### config.mk
export PLATFORM = sky130hd
export DESIGN_NAME = shared_reg_arbiter
export DESIGN_NICKNAME = d
export VERILOG_FILES = /design/src/rtl/shared_reg_arb_pkg.sv /design/src/rtl/shared_reg_arbiter_rr_pick.sv /design/src/rtl/shared_reg_arbiter.sv
export SDC_FILE = /design/constraint.sdc
export NUM_CORES = 1
export LEC_CHECK = 0
export BUFFER_PORTS_ARGS = -buffer_cell sky130_fd_sc_hd__buf_2
export CAP_MARGIN = 5
export CORE_UTILIZATION = 54
export DETAILED_ROUTE_END_ITERATION = 6
export HOLD_SLACK_MARGIN = 0.02
export PLACE_DENSITY_LB_ADDON = 0.12
export SYNTH_ARGS = -nofsm -noshare
export SYNTH_HDL_FRONTEND = slang
export SYNTH_SLANG_ARGS = --single-unit
### constraint.sdc
create_clock -name clk -period 4.3 [get_ports clk]
set_input_delay 0.43 -clock clk [delete_from_list [all_inputs] [get_ports clk]]
set_output_delay 0.43 -clock clk [all_outputs]
set_load 0.05 [all_outputs]
### src/rtl/shared_reg_arb_pkg.sv
// Shared-register arbiter: common types and helpers.
// Imported by the picker and the arbiter top.
package shared_reg_arb_pkg;

   typedef enum logic [1:0] {
      IDLE     = 2'd0,
      GRANT    = 2'd1,
      COOLDOWN = 2'd2
   } arb_state_t;

   // Index width for n requesters, never narrower than one bit.
   function automatic int idx_w(input int n);
      return (n > 1) ? $clog2(n) : 1;
   endfunction

endpackage

### src/rtl/shared_reg_arbiter_rr_pick.sv
// Combinational round-robin picker.
// Searches req upward from ptr, wrapping past NUM_REQ-1.
module rr_pick
   import shared_reg_arb_pkg::*;
#(
   parameter  int NUM_REQ = 4,
   localparam int IW      = idx_w(NUM_REQ)
) (
   input  logic [NUM_REQ-1:0] req,
   input  logic [IW-1:0]      ptr,
   output logic [NUM_REQ-1:0] pick,
   output logic [IW-1:0]      pick_idx,
   output logic               any
);

   logic [IW-1:0] idx;

   // Walk from the farthest offset down so the nearest hit wins last.
   always_comb begin
      pick     = '0;
      pick_idx = '0;
      any      = 1'b0;
      idx      = '0;
      for (int k = NUM_REQ - 1; k >= 0; k--) begin
         idx = IW'((int'(ptr) + k) % NUM_REQ);
         if (req[idx]) begin
            pick      = '0;
            pick[idx] = 1'b1;
            pick_idx  = idx;
            any       = 1'b1;
         end
      end
   end

endmodule

### src/rtl/shared_reg_arbiter.sv
// Round-robin write arbiter sharing one register among requesters.
// Three-state FSM: IDLE samples, GRANT writes, COOLDOWN ignores req.
module shared_reg_arbiter
   import shared_reg_arb_pkg::*;
#(
   parameter  int WIDTH     = 8,
   parameter  int NUM_REQ   = 4,
   parameter  int CNT_WIDTH = 16,
   localparam int IW        = idx_w(NUM_REQ)
) (
   input  logic                       clk,
   input  logic                       rst_n,
   input  logic [NUM_REQ-1:0]         req,
   input  logic [NUM_REQ*WIDTH-1:0]   wdata,
   output logic [NUM_REQ-1:0]         gnt,
   output logic [WIDTH-1:0]           y,
   output logic                       busy,
   output logic [IW-1:0]              owner,
   output logic [CNT_WIDTH-1:0]       wr_count
);

   arb_state_t        state;
   arb_state_t        state_nx;
   logic [IW-1:0]     ptr;
   logic [IW-1:0]     win;
   logic [NUM_REQ-1:0] pick;
   logic [IW-1:0]     pick_idx;
   logic              any;
   logic              sample;
   logic              commit;
   logic [WIDTH-1:0]  slot [NUM_REQ];

   for (genvar i = 0; i < NUM_REQ; i++) begin : g_slot
      assign slot[i] = wdata[i*WIDTH +: WIDTH];
   end

   rr_pick #(
      .NUM_REQ (NUM_REQ)
   ) u_pick (
      .req      (req),
      .ptr      (ptr),
      .pick     (pick),
      .pick_idx (pick_idx),
      .any      (any)
   );

   always_ff @(posedge clk or negedge rst_n) begin
      if (!rst_n) state <= IDLE;
      else        state <= state_nx;
   end

   always_comb begin
      state_nx = state;
      unique case (state)
         IDLE:     if (any) state_nx = GRANT;
         GRANT:    state_nx = COOLDOWN;
         COOLDOWN: state_nx = IDLE;
         default:  state_nx = IDLE;
      endcase
   end

   always_comb begin
      busy   = (state != IDLE);
      sample = (state == IDLE) && any;
      commit = (state == GRANT);
   end

   // The winner is frozen at sampling; later req changes cannot redirect it.
   always_ff @(posedge clk or negedge rst_n) begin
      if (!rst_n) begin
         gnt <= '0;
         win <= '0;
      end else if (sample) begin
         gnt <= pick;
         win <= pick_idx;
      end else begin
         gnt <= '0;
      end
   end

   always_ff @(posedge clk or negedge rst_n) begin
      if (!rst_n) begin
         y        <= '0;
         owner    <= '0;
         wr_count <= '0;
         ptr      <= '0;
      end else if (commit) begin
         y        <= slot[win];
         owner    <= win;
         wr_count <= wr_count + CNT_WIDTH'(1);
         ptr      <= (win == IW'(NUM_REQ - 1)) ? '0 : win + IW'(1);
      end
   end

endmodule

==> out/results.tsv, run 1 <==
metric	value	unit
status	complete, no violations	
cts_buffers	5	
fin_setup_tns	0	ns
core_area	0.00369	sq mm
grt_pass1_vias	1546	
ys_seq_area_share	42.8	%
avgSynthCellArea	12.0	sq um
clk_root_buffer_cell	clkbuf_8	
clk_pin_slew	0.07	ns
cellPowerDensity	769	mW/mm^2
antenna_found_initial	0	
max_slew_margin	48.0	%
met1Wirelength	1770	um
die_x	64.4	um
rsz0062_at_grt	false	
wl_per_cell	15.4	um
required	4.48	ns
postCtsHoldBufs	0	
cts_tree	yes	
cts_sinks	36	
dieArea	0.00415	sq mm
drt_first_pass_iters	4	
end_kind	flip-flop	
synthesis.area	0.00210	sq mm
floorplan.initialDensity	57.1	%
vias	1665	
dp_slack	1.68	ns
start_kind	flip-flop	
drt_iter0_drc	84	
cts-resized-gates	0	
drc	0	
fin_skew	0.00721	ns
cts_buffer_depth	2	
die_h	64.4	um
synth.top_cell.area_share	42.8	%
grt_max_degree	37	
wl_met3	179	um
p_leak	0.00124	uW
drive_above_1_share	41.6	%
track_usage	22.6	%
area_growth_syn_to_layout	21.7	%
gp_congestion	0.892	
arrival	2.83	ns
grt-ovfl-total	0	
antenna_cells	0	
setup_slack	1.65	ns
synth_fp_nets	223	
finalPower	1970	uW
rows	22	
cap_violations	0	
wl_met2	2460	um
netlist_top_cells_area	dfrtp_1 43%, mux4_2 12%, mux2_2 7.0%	
reg2reg_slack	1.65	ns
final-max-slew-violation-count	0	
top_layer	met4	
ir_drop	0.413	mV
io_buffers	68	
critical_path_class	flip-flop to flip-flop	
synth_seq_cells	36	
grt_pass1_wl	7070	um
wl	4470	um
period_minus_slack	2.65	ns
dp_hpwl	3390	um
crit_fanout	18	
yosysUniqueCellTypes	36	
synthCells	175	
cts-htree-levels	2	
tightest_slew	0.781	ns
fin_nets	290	
yosys_warnings	0	
timing.hold.ws	0.219	ns
hold_violations	0	
io_pins	69	
clk_latency	0.29	ns
drtAntennaViolNets	0	
setup_viol	0	
via_per_inst	5.72	
synth_top_cell_by_area	dfrtp_1	
postCtsSetupBuffers	0	
timing.fmax	377	MHz
holdCritPathClass	input pin to asynchronous set/reset pin	
post-route-period-util	61.6	%
metrics by stage:
stage | instance area, sq um | std cells | utilization (%)
floorplan | 2100 | 175 | -
global placement | 2450 | 283 | 66.5
detailed placement | 2450 | 283 | 66.5
CTS | 2560 | 291 | 69.4
global route | 2560 | 291 | 69.4
finish | 2560 | 291 | 69.4
cells in the final DEF (no fill, tap or decap), drive strengths merged, types with 2 or more instances in the layout:
master / Yosys / layout
nand3: 4 / 4
ha: 10 / 10
nand4: 8 / 8
and4: 2 / 2
xnor2: 9 / 9
mux2i: 4 / 4
or2b: 3 / 3
mux4: 11 / 11
o21ai: 3 / 3
mux2: 13 / 13
o211ai: 4 / 4
a32o: 4 / 4
nor3: 3 / 3
buf: 7 / 69
nor2: 6 / 6
inv: 6 / 6
dfrtp: 36 / 36
a21oi: 5 / 5
nand2b: 2 / 2
xor2: 6 / 6
nand2: 13 / 13
nor4: 4 / 4
clkbuf: 2 / 6
worst max-delay path: stages (launching register included):
cell and delay, ns:
dfrtp_1 0.78, inv_1 0.31, ha_1 0.48, mux4_2 0.44, a21oi_1 0.18, o211ai_1 0.12, a32o_1 0.23
layout make-up:
cell class                      count  area [sq um]
Inverter                            6          22.5
Multi-Input combinational cell    124          1120
Fill cell                         285          1130
Tap cell                           48          60.1
Clock inverter                      2          35.0
Clock buffer                        6          72.6
Timing Repair Buffer               69           348
Sequential cell                    36           901
metal layers:
| layer | track usage, % | vias up |
|---|---|---|
| li1 | - | 781 |
| met1 | 25.5 | 835 |
| met2 | 41.1 | 44 |
| met3 | 5.11 | 5 |
| met4 | 8.61 | 0 |
| met5 | 0 | - |
logic make-up (layout without fill, tap and decap cells):
kind of cell	count (synthesis)	after routing	share of synthesized area [%]
xor gates and xnor gates	15	15	6.24
buffers and inverters	15	83	3.86
DFF	36	36	42.8
adders and majority gates	10	10	5.95
muxes	28	28	20.6
AOI/OAI and AO/OA	22	22	7.91
and+or+nand+nor	49	49	12.6
state kept, by name, indices dropped and copies added (netlist names):
name and cells:
gnt 4, owner 2, ptr 2, state 2
win 2, wr_count 16, y 8
path summary, 6_finish.rpt:
path                              startpoint           end  cells past startpoint
worst max-delay path                  ptr[0]        gnt[2]                      6
max in group asynchronous              rst_n          y[1]                      1
min in group clk                wr_count[15]  wr_count[15]                      1
worst max register to register        ptr[0]        gnt[2]                      6
worst min-delay path                   rst_n  wr_count[10]                      1
worst min register to register  wr_count[15]  wr_count[15]                      1
where the power goes:
group,internal (uW),switching (uW),leakage (uW)
Sequential,451,153,0.000460
Combinational,421,658,0.000726
Clock,172,115,0.0000552
synth_stat cells:
master      n
o22ai_1     1
mux4_2     11
a22o_1      1
buf_4       1
a21oi_1     5
buf_6       2
clkbuf_1    1
xor2_1      6
o211ai_1    4
and4_1      2
nor4_1      4
a211o_1     1
ha_1       10
and4b_1     1
inv_1       6
a211oi_1    1
nand3_1     4
a2111oi_2   1
mux2i_1     4
or2b_1      3
buf_2       4
nor3_1      3
dfrtp_1    36
o211a_1     1
a32o_1      4
nand2b_1    2
nand4b_1    1
nor2_1      6
o21ai_0     3
nand2_1    13
nand4_1     8
and2_1      1
clkbuf_2    1
mux2_2     13
nor2b_1     1
xnor2_1     9
Note: power is estimated with default switching activity, not from simulation.
==> run 2, diff against run 1 <==
- CORE_UTILIZATION: 54 -> 51
- clock period: 4.3 -> 2.45 ns (I/O delays scaled with it)
==> run 2 against run 1 <==
  * Flip-flop and latch count is the same
  * Final area is 0.15% higher
  * Core utilization down 1.9 points
  * Sequential power up 64%
  * Critical path type unchanged
  * Clock-buffer cell count rose by 1
  * Hold slack lost 0.19 ns
  * Highest routed layer unchanged
==> out/results.tsv, run 2 (same netlist as run 1, synthesis figures left out) <==
metric	value	unit	change
status	complete, no violations		
layout_common_cells	68 x buf_2, 36 x dfrtp_1, 13 x mux2_2, 13 x nand2_1, 11 x mux4_2		
ff2ff_path_depth	6		unchanged
track_usage	22.9	%	+0.39 points
grt-ovfl-total	0		unchanged
regMostFlops	wr_count		
path_cells	inv_1 > ha_1 > mux4_2 > a21oi_1 > o211ai_1 > a32o_1		
cts_buffer_depth	2		unchanged
postCtsHoldBufs	0		unchanged
max_slew_margin	47.8	%	-0.11 points
core_area	0.00380	sq mm	+3.0%
drc	0		unchanged
p_leak	0.00125	uW	+0.41%
tightest_slew	0.782	ns	+0.00172 ns
drtAntennaViolNets	0		unchanged
hold_violations	0		unchanged
drive_above_1_share	42.2	%	+0.65 points
wl	4480	um	+0.31%
critical_path_class	flip-flop to flip-flop		
top_regs	wr_count x16, y x8, gnt x4		
grt_max_degree	37		unchanged
start_kind	flip-flop		
timing.fmax	507	MHz	+34%
crit_slowest_cell	mux4_2		
rows	22		unchanged
die_h	66.2	um	+2.8%
grt_pass1_wl	7360	um	+4.2%
io_pins	69		unchanged
die_x	66.2	um	+2.8%
cts_sinks	36		unchanged
fin_setup_tns	0	ns	unchanged
setup_viol	0		unchanged
cts-resized-gates	0		unchanged
reg2reg_slack	0.48	ns	-1.17 ns
globalRouteMet1Util	27.5	%	+2.0 points
cts_tree	yes		
drt_iter0_drc	82		-2.4%
vias	1660		-0.30%
rsz0062_at_grt	false		
postCtsSetupBuffers	0		unchanged
via_per_inst	5.68		-0.64%
io_buffers	68		unchanged
antenna_found_initial	0		unchanged
crit_fanout	10		-8
dieArea	0.00439	sq mm	+5.7%
clk_latency	0.29	ns	about the same
gp_congestion	0.893		+0.11%
r2r_end	gnt[3]		
antenna_cells	0		unchanged
met3_usage	4.48	%	-0.62 points
period_minus_slack	1.97	ns	-0.677 ns
met2_usage	39.2	%	-1.9 points
ir_drop	0.648	mV	+57%
holdCritPathClass	input pin to asynchronous set/reset pin		
final_common_cell	buf_2		
wl_per_cell	15.3	um	about the same
fin_skew	0.00758	ns	+0.000369 ns
clk_pin_slew	0.07	ns	about the same
final-max-slew-violation-count	0		unchanged
setup_slack	0.476	ns	-1.17 ns
area_growth_syn_to_layout	21.9	%	
fin_nets	292		+0.69%
critical-path-max-stage-delay	0.42	ns	-0.36 ns
nFillCells	313		+9.8%
dp_hpwl	3330	um	-1.8%
post-route-period-util	80.6	%	+19 points
largest_register_ff_count	16		unchanged
arrival	2.15	ns	-0.68 ns
clk_root_buffer_cell	clkbuf_8		
drt_first_pass_iters	4		unchanged
dp_slack	0.510	ns	-1.17 ns
cap_violations	0		unchanged
r2r-start	ptr[0]		
cts_buffers	5		unchanged
required	2.62	ns	-1.86 ns
top_usage_layer	met2		
grt_pass1_vias	1569		+1.5%
floorplan.initialDensity	55.4	%	-1.7 points
cellPowerDensity	1340	mW/mm^2	+74%
end_kind	flip-flop		
cts-htree-levels	2		unchanged
-- run 2: cell types whose count changed in the layout (fill, tap and decap cells not counted), sizes merged --
cell    change
clkbuf      +1
bufinv      -1
clkinv      -1
buf         +2
-- run 2: power by group --
part / switching [uW] / internal (uW) / leakage [uW]
logic: 1240 / 757 / 0.000735
clock network: 205 / 250 / 0.0000503
registers: 196 / 793 / 0.000460
total: 1640 / 1800 / 0.00125
-- run 2: final cells by class --
type,count,area [sq um],share of cell area [%]
multi-input cells,124,1120,43.8
flip-flops and latches,36,901,35.1
repair buffers,71,363,14.1
clock buffers,7,96.3,3.76
well taps,48,60.1,2.34
inverters,6,22.5,0.878
-- run 2: stage by stage --
step | util, % | total power (uW) | hold slack, ns | area [sq um] | instances
final | 67.5 | 3440 | 0.0340 | 2560 | 292
after global routing | 67.5 | 3670 | 0.0960 | 2560 | 292
after CTS | 67.5 | 3450 | 0.0640 | 2560 | 292
after detailed placement | 65.0 | 2990 | 0.374 | 2470 | 285
after global placement | 65.0 | 2950 | 0.370 | 2470 | 285
after floorplan | - | 2570 | -0.0506 | 2100 | 175
-- run 2: layer usage --
layer | vias up | routed length (um)
met2 | 50 | 2270
met3 | 11 | 193
met4 | 0 | 99
met1 | 812 | 1910
met5 | - | 0
li1 | 787 | -
-- run 2: worst max path at each step --
stage / startpoint / to / cells after the start
2_1_floorplan: ptr[0] / gnt[1] / 8
3_3_place_gp: ptr[1] / gnt[1] / 6
3_5_place_dp: ptr[0] / gnt[1] / 6
4_1_cts: ptr[1] / gnt[0] / 6
5_1_grt: ptr[1] / gnt[0] / 6
6_report: ptr[0] / gnt[3] / 6
-- run 2: worst max-delay path, delay by kind of cell (launching register included) --
kind                     cells  cell delay (ns)
adder cells (fa/ha/maj)      1             0.34
buffers and inverters        1             0.21
flip-flops                   1             0.38
multiplexers                 1             0.42
AO/OA/AOI/OAI                3             0.51
